===== config.mk =====
export PLATFORM = sky130hd
export DESIGN_NAME = inst_prefetch
export DESIGN_NICKNAME = d
export VERILOG_FILES = /design/src/rtl/inst_prefetch.sv
export SDC_FILE = /design/constraint.sdc
export NUM_CORES = 1
export LEC_CHECK = 0
export BUFFER_PORTS_ARGS = -buffer_cell sky130_fd_sc_hd__buf_2
export CAP_MARGIN = 15
export CORE_MARGIN = 2
export CORE_UTILIZATION = 35
export DETAILED_ROUTE_END_ITERATION = 6
export GPL_TIMING_DRIVEN = 0
export PLACE_DENSITY = 0.66
export SYNTH_ARGS = -nofsm -noshare
export SYNTH_HDL_FRONTEND = slang
export SYNTH_SLANG_ARGS = --single-unit

===== constraint.sdc =====
create_clock -name clk -period 3.1 [get_ports clk]
set_input_delay 0.155 -clock clk [delete_from_list [all_inputs] [get_ports clk]]
set_output_delay 0.155 -clock clk [all_outputs]
set_load 0.05 [all_outputs]

===== src/rtl/inst_prefetch.sv =====
// Purpose: sequential instruction prefetch buffer; req/gnt/rvalid memory side, valid/ready core side, flush on redirect.
// Latency: rvalid in cycle N presents the word on inst_valid_o in cycle N+1 (registered FIFO, no bypass).
// Backpressure: inst_ready_i low holds the head; requests stop once queued + in-flight words would fill DEPTH.
module inst_prefetch #(
    parameter int unsigned DEPTH      = 4,
    parameter int unsigned MAX_OUTST  = 2,
    parameter logic [31:0] RESET_ADDR = 32'h0000_0000
) (
    input  logic        clk,
    input  logic        rst_n,
    input  logic        flush_i,
    input  logic [31:0] flush_addr_i,
    input  logic        inst_ready_i,
    output logic        inst_valid_o,
    output logic [31:0] inst_o,
    output logic [31:0] inst_addr_o,
    output logic        mem_req_o,
    output logic [31:0] mem_addr_o,
    input  logic        mem_gnt_i,
    input  logic        mem_rvalid_i,
    input  logic [31:0] mem_rdata_i
);
    localparam int unsigned PW  = $clog2(DEPTH);
    localparam int unsigned CW  = $clog2(DEPTH + 1);
    localparam logic [31:0] NOP = 32'h0000_0013;

    logic [31:0]   fetch_addr;
    logic [31:0]   resp_addr;
    logic [31:0]   empty_addr;
    logic [31:0]   flush_tgt;
    logic [CW-1:0] count;
    logic [CW-1:0] outst;
    logic [CW-1:0] outst_left;
    logic [CW-1:0] discard;
    logic [PW-1:0] rd_ptr;
    logic [PW-1:0] wr_ptr;
    logic [31:0]   fifo_addr [DEPTH];
    logic [31:0]   fifo_data [DEPTH];
    logic          run;
    logic          grant;
    logic          push;
    logic          pop;

    // Low two bits of the redirect target are dropped so fetches stay word aligned.
    assign flush_tgt  = flush_addr_i & ~32'h3;
    // Outstanding count after this cycle's response retires (guarded so it never wraps).
    assign outst_left = (mem_rvalid_i && outst != '0) ? outst - CW'(1) : outst;

    // A request needs a free in-flight slot and a reserved FIFO entry; flush withdraws it.
    assign mem_req_o  = run && !flush_i && (outst < CW'(MAX_OUTST))
                        && (({1'b0, count} + {1'b0, outst}) < (CW + 1)'(DEPTH));
    assign mem_addr_o = fetch_addr;
    assign grant      = mem_req_o && mem_gnt_i;
    assign push       = mem_rvalid_i && !flush_i && (discard == '0);
    assign pop        = inst_valid_o && inst_ready_i && !flush_i;

    assign inst_valid_o = (count != '0);
    assign inst_o       = inst_valid_o ? fifo_data[rd_ptr] : NOP;
    assign inst_addr_o  = inst_valid_o ? fifo_addr[rd_ptr] : empty_addr;

    // Keeps mem_req_o low while reset is asserted; requests begin the cycle after release.
    always_ff @(posedge clk or negedge rst_n) begin
        if (!rst_n) run <= 1'b0;
        else        run <= 1'b1;
    end

    // Fetch address: jumps to the redirect target, otherwise advances one word per grant.
    always_ff @(posedge clk or negedge rst_n) begin
        if (!rst_n)       fetch_addr <= RESET_ADDR;
        else if (flush_i) fetch_addr <= flush_tgt;
        else if (grant)   fetch_addr <= fetch_addr + 32'd4;
    end

    // In-flight tracking; on a redirect every still-unanswered request becomes a word to drop.
    always_ff @(posedge clk or negedge rst_n) begin
        if (!rst_n) begin
            outst   <= '0;
            discard <= '0;
        end else begin
            outst <= grant ? outst_left + CW'(1) : outst_left;
            if (flush_i)
                discard <= outst_left;
            else if (mem_rvalid_i && discard != '0)
                discard <= discard - CW'(1);
        end
    end

    // Address tag for accepted responses, following fetch order.
    always_ff @(posedge clk or negedge rst_n) begin
        if (!rst_n)       resp_addr <= RESET_ADDR;
        else if (flush_i) resp_addr <= flush_tgt;
        else if (push)    resp_addr <= resp_addr + 32'd4;
    end

    // FIFO pointers and occupancy; a redirect empties the queue.
    always_ff @(posedge clk or negedge rst_n) begin
        if (!rst_n) begin
            rd_ptr <= '0;
            wr_ptr <= '0;
            count  <= '0;
        end else if (flush_i) begin
            rd_ptr <= '0;
            wr_ptr <= '0;
            count  <= '0;
        end else begin
            if (push) wr_ptr <= wr_ptr + PW'(1);
            if (pop)  rd_ptr <= rd_ptr + PW'(1);
            case ({push, pop})
                2'b10:   count <= count + CW'(1);
                2'b01:   count <= count - CW'(1);
                default: count <= count;
            endcase
        end
    end

    // FIFO storage; contents need no reset because occupancy gates visibility.
    always_ff @(posedge clk) begin
        if (push) begin
            fifo_addr[wr_ptr] <= resp_addr;
            fifo_data[wr_ptr] <= mem_rdata_i;
        end
    end

    // Address shown while empty: the word after the last one handed to the core.
    always_ff @(posedge clk or negedge rst_n) begin
        if (!rst_n)   empty_addr <= 32'h0;
        else if (pop) empty_addr <= inst_addr_o + 32'd4;
    end
endmodule

==> metrics <==
global-route met1 utilization=between 20% and 30%; ranking of synthesized cells by instance count=edfxtp_1, nand2_1, dfrtp_1, o21ai_0, nand3_1; register bit count reported by yosys=between 300 and 400; startpoint type of the worst setup path=register; setup TNS after final layout=0 ns; library cell with the largest summed area after synthesis=edfxtp_1; antenna-violating nets left=0; Pwr Total=16.1 mW; power share of the sequential group=between 30% and 40%; outcome=finished clean; Avg WL per Cell=19.7 um; slew margin rel.=between 40% and 50%; most instantiated library cell after synthesis=edfxtp_1; arrival time at the worst endpoint=roughly 2.8 ns; ratio of final minimum period to clock period=a little over nine tenths; Setup WS post-layout=0.141 ns; DRT Wirelength=40.1 mm; effective utilization at floorplan=between 30% and 40%; power per cell area=approximately 820 nW/um^2; die area=46900 um^2; number of port buffers=roughly 160; vias in the first global route=about 11000; clock tree from TritonCTS=yes; Critical Path Fanout Max=10; global-route met2 utilization=27.5%; CTS max path bufs=3; initial antenna violation count=2; most used flip-flop cell after synthesis=edfxtp_1; timing-limited maximum frequency=around 340 MHz; vias after detailed routing=between 10000 and 15000; most heavily used metal layer in global routing=met2; Min-Delay Path Class=in -> async; area of the multi-input gates=approximately 5400 um^2; fraction of power consumed by combinational cells=a little over a third; Gate Count Post-Synth=around 1100; syn_area_per_cell=roughly 14 um^2; final weighted congestion in routability-driven placement=~0.9; number of placed instances, taps included=around 1900; worst setup skew after layout=about 0.011 ns; Final Hold Fails=0; clock sinks=354; Pre-Repair DR Iteration Count=6; Final Net Count=~1500; net switching power=approximately 6.2 mW; DRC violations left=0; Die Y=~220 um; fraction of layout instances using a drive strength above 1=23.7%; share of async-settable or async-resettable flops after synthesis=about 30%; critical path capture point type=output port; sequential element share of the synthesized area=63.9%; register clock-pin slew on the reported worst setup and hold paths=about 0.060 ns; pins over their slew limit=0; overflow left after global routing=0; final number of setup-violating endpoints=0; H-Tree Depth=2; boundary pin count=between 150 and 200; endpoint required time on the critical path=about 2.9 ns; YS warnings=0; vias per std cell=5.24; row cnt=77; Post-Place Worst Slack=-0.938 ns; Tot GR Track Use=between 10% and 20%; overall die width=about 220 um; fin util=around 44%; Seq. cell area=10100 um^2; Max Cap Viol=0; actual transition at the worst max-transition pin=0.850 ns; Core Box Area=roughly 44000 um^2; Max IR drop VDD=between 0.4 and 0.5 mV; top cells by area in the synthesized netlist=edfxtp_1, dfrtp_1, mux4_2; Sw Share=between 30% and 40%; type of the setup path with the least slack=reg -> out; clock latency of the later-clocked register in the worst-skew pair=between 0.5 and 0.6 ns; violation count after the first detailed-routing iteration=approximately 790; met3 usage in global routing=under 10%; count of placed standard cells in the final layout, fillers left out=between 2000 and 2500; Post-Syn Area=~16000 um^2; global-route wire length before repair=61.8 mm; EDFF count, synth=~250; master cell of the clock root buffer=clkbuf_16; total internal power=approximately 9.9 mW; clock group share of total power=27.9%; layout-stage area growth over the synthesis result=23.4%; post-synth cell types=74; leakage component of the power=7.26 nW; largest net degree at the start of global routing=83; RSZ-0062 raised after global routing=no; total CTS buffers=38; final worst path period need=2.96 ns; fillcell total=3988; half-perimeter wire length of the detailed placement result=27.1 mm; area share of the largest cell type after synthesis=between 40% and 50%
## critical path: stages, from the launching register on
cell and delay, ns:
dfrtp_2 0.45, nor3_4 0.24, buf_12 0.14, buf_4 0.14
clkbuf_1 0.42, clkbuf_2 0.37, nand2_1 0.09, nand2_1 0.12
buf_2 0.28
## kinds of logic after synthesis
logic type	count (synthesis)	synth area share, %
other	2	0.0475
DFF	354	63.9
AOI/OAI and AO/OA	153	6.35
muxes	79	10.3
xor gates and xnor gates	57	3.16
and+or+nand+nor	404	12.7
adders and majority gates	15	1.23
buffers and inverters	75	2.29
## power groups by stage
stage               Combinational (mW)  Clock (mW)  Sequential, mW
finish                            5.70        4.48            5.90
global route                      6.08        4.75            5.95
CTS                               5.72        4.59            5.90
detailed placement                5.51           0            5.98
global placement                  5.43           0            5.97
floorplan                         3.85           0            6.05
## through the flow
step           cell area [um^2]  hold WS [ns]
6_report                  19500        0.0421
3_5_place_dp              17500        0.0483
3_3_place_gp              17400         0.368
2_1_floorplan             15800        -0.141
5_1_grt                   19500        0.0548
4_1_cts                   19500        0.0224
## placed cells by master, fill, tap and decap left out, drive strengths merged, types with 14 or more instances in the layout
master       count
and3            19
ha              14
and2            40
o21ai           72
inv             20
dfrtp          106
edfxtp         248
xor2            21
buf            193
nand4           17
clkbuf          79
a21oi           20
nor3            15
nor2            46
nand3           50
xnor2           36
nand2          173
mux4            62
o211ai          14
dlygate4sd3     63
## repair_timing
item,4_1_cts,5_1_grt
setup endpoints to repair,60,62
endpoints found under the hold margin,294,0
cloned,0,1
gates resized for setup,23,8
pin swaps,2,2
hold buffers,63,0
buffers inserted,4,2
## metal layers
| layer | up-vias | part of all wire (%) |
|---|---|---|
| met1 | 5243 | 44 |
| met4 | 0 | 3.1 |
| met3 | 88 | 6.7 |
| met5 | - | 0 |
| li1 | 4861 | - |
| met2 | 469 | 47 |
## layout make-up
type	instances	share of cell area (%)
timing repair buffer	236	8.38
inverter	21	0.404
multi-input combinational	712	27.7
buffer	50	1.68
tap	592	3.79
sequential	354	51.8
clock inverter	17	0.808
antenna	2	0.0256
clock buffer	49	5.46
## registers in the layout (all words and copies together), names as in the netlist
name,cells
count,3
discard,3
empty_addr,32
fifo_addr,120
fifo_data,128
mem_addr_o,30
outst,3
rd_ptr,2
resp_addr,30
run,1
wr_ptr,2
## final timing paths
check | to | depth (start not counted) | slack, ns | startpoint
max | inst_addr_o[11] | 8 | 0.14 | count[2]
min | empty_addr[10] | 2 | 0.04 | rst_n
max reg2reg | empty_addr[24] | 13 | 0.23 | count[2]
min reg2reg | empty_addr[1] | 1 | 0.48 | empty_addr[1]
max in group asynchronous | count[2] | 3 | 2.29 | rst_n
min in group clk | discard[2] | 4 | 0.06 | mem_rvalid_i
No activity file was read; power rests on OpenSTA's default activity.
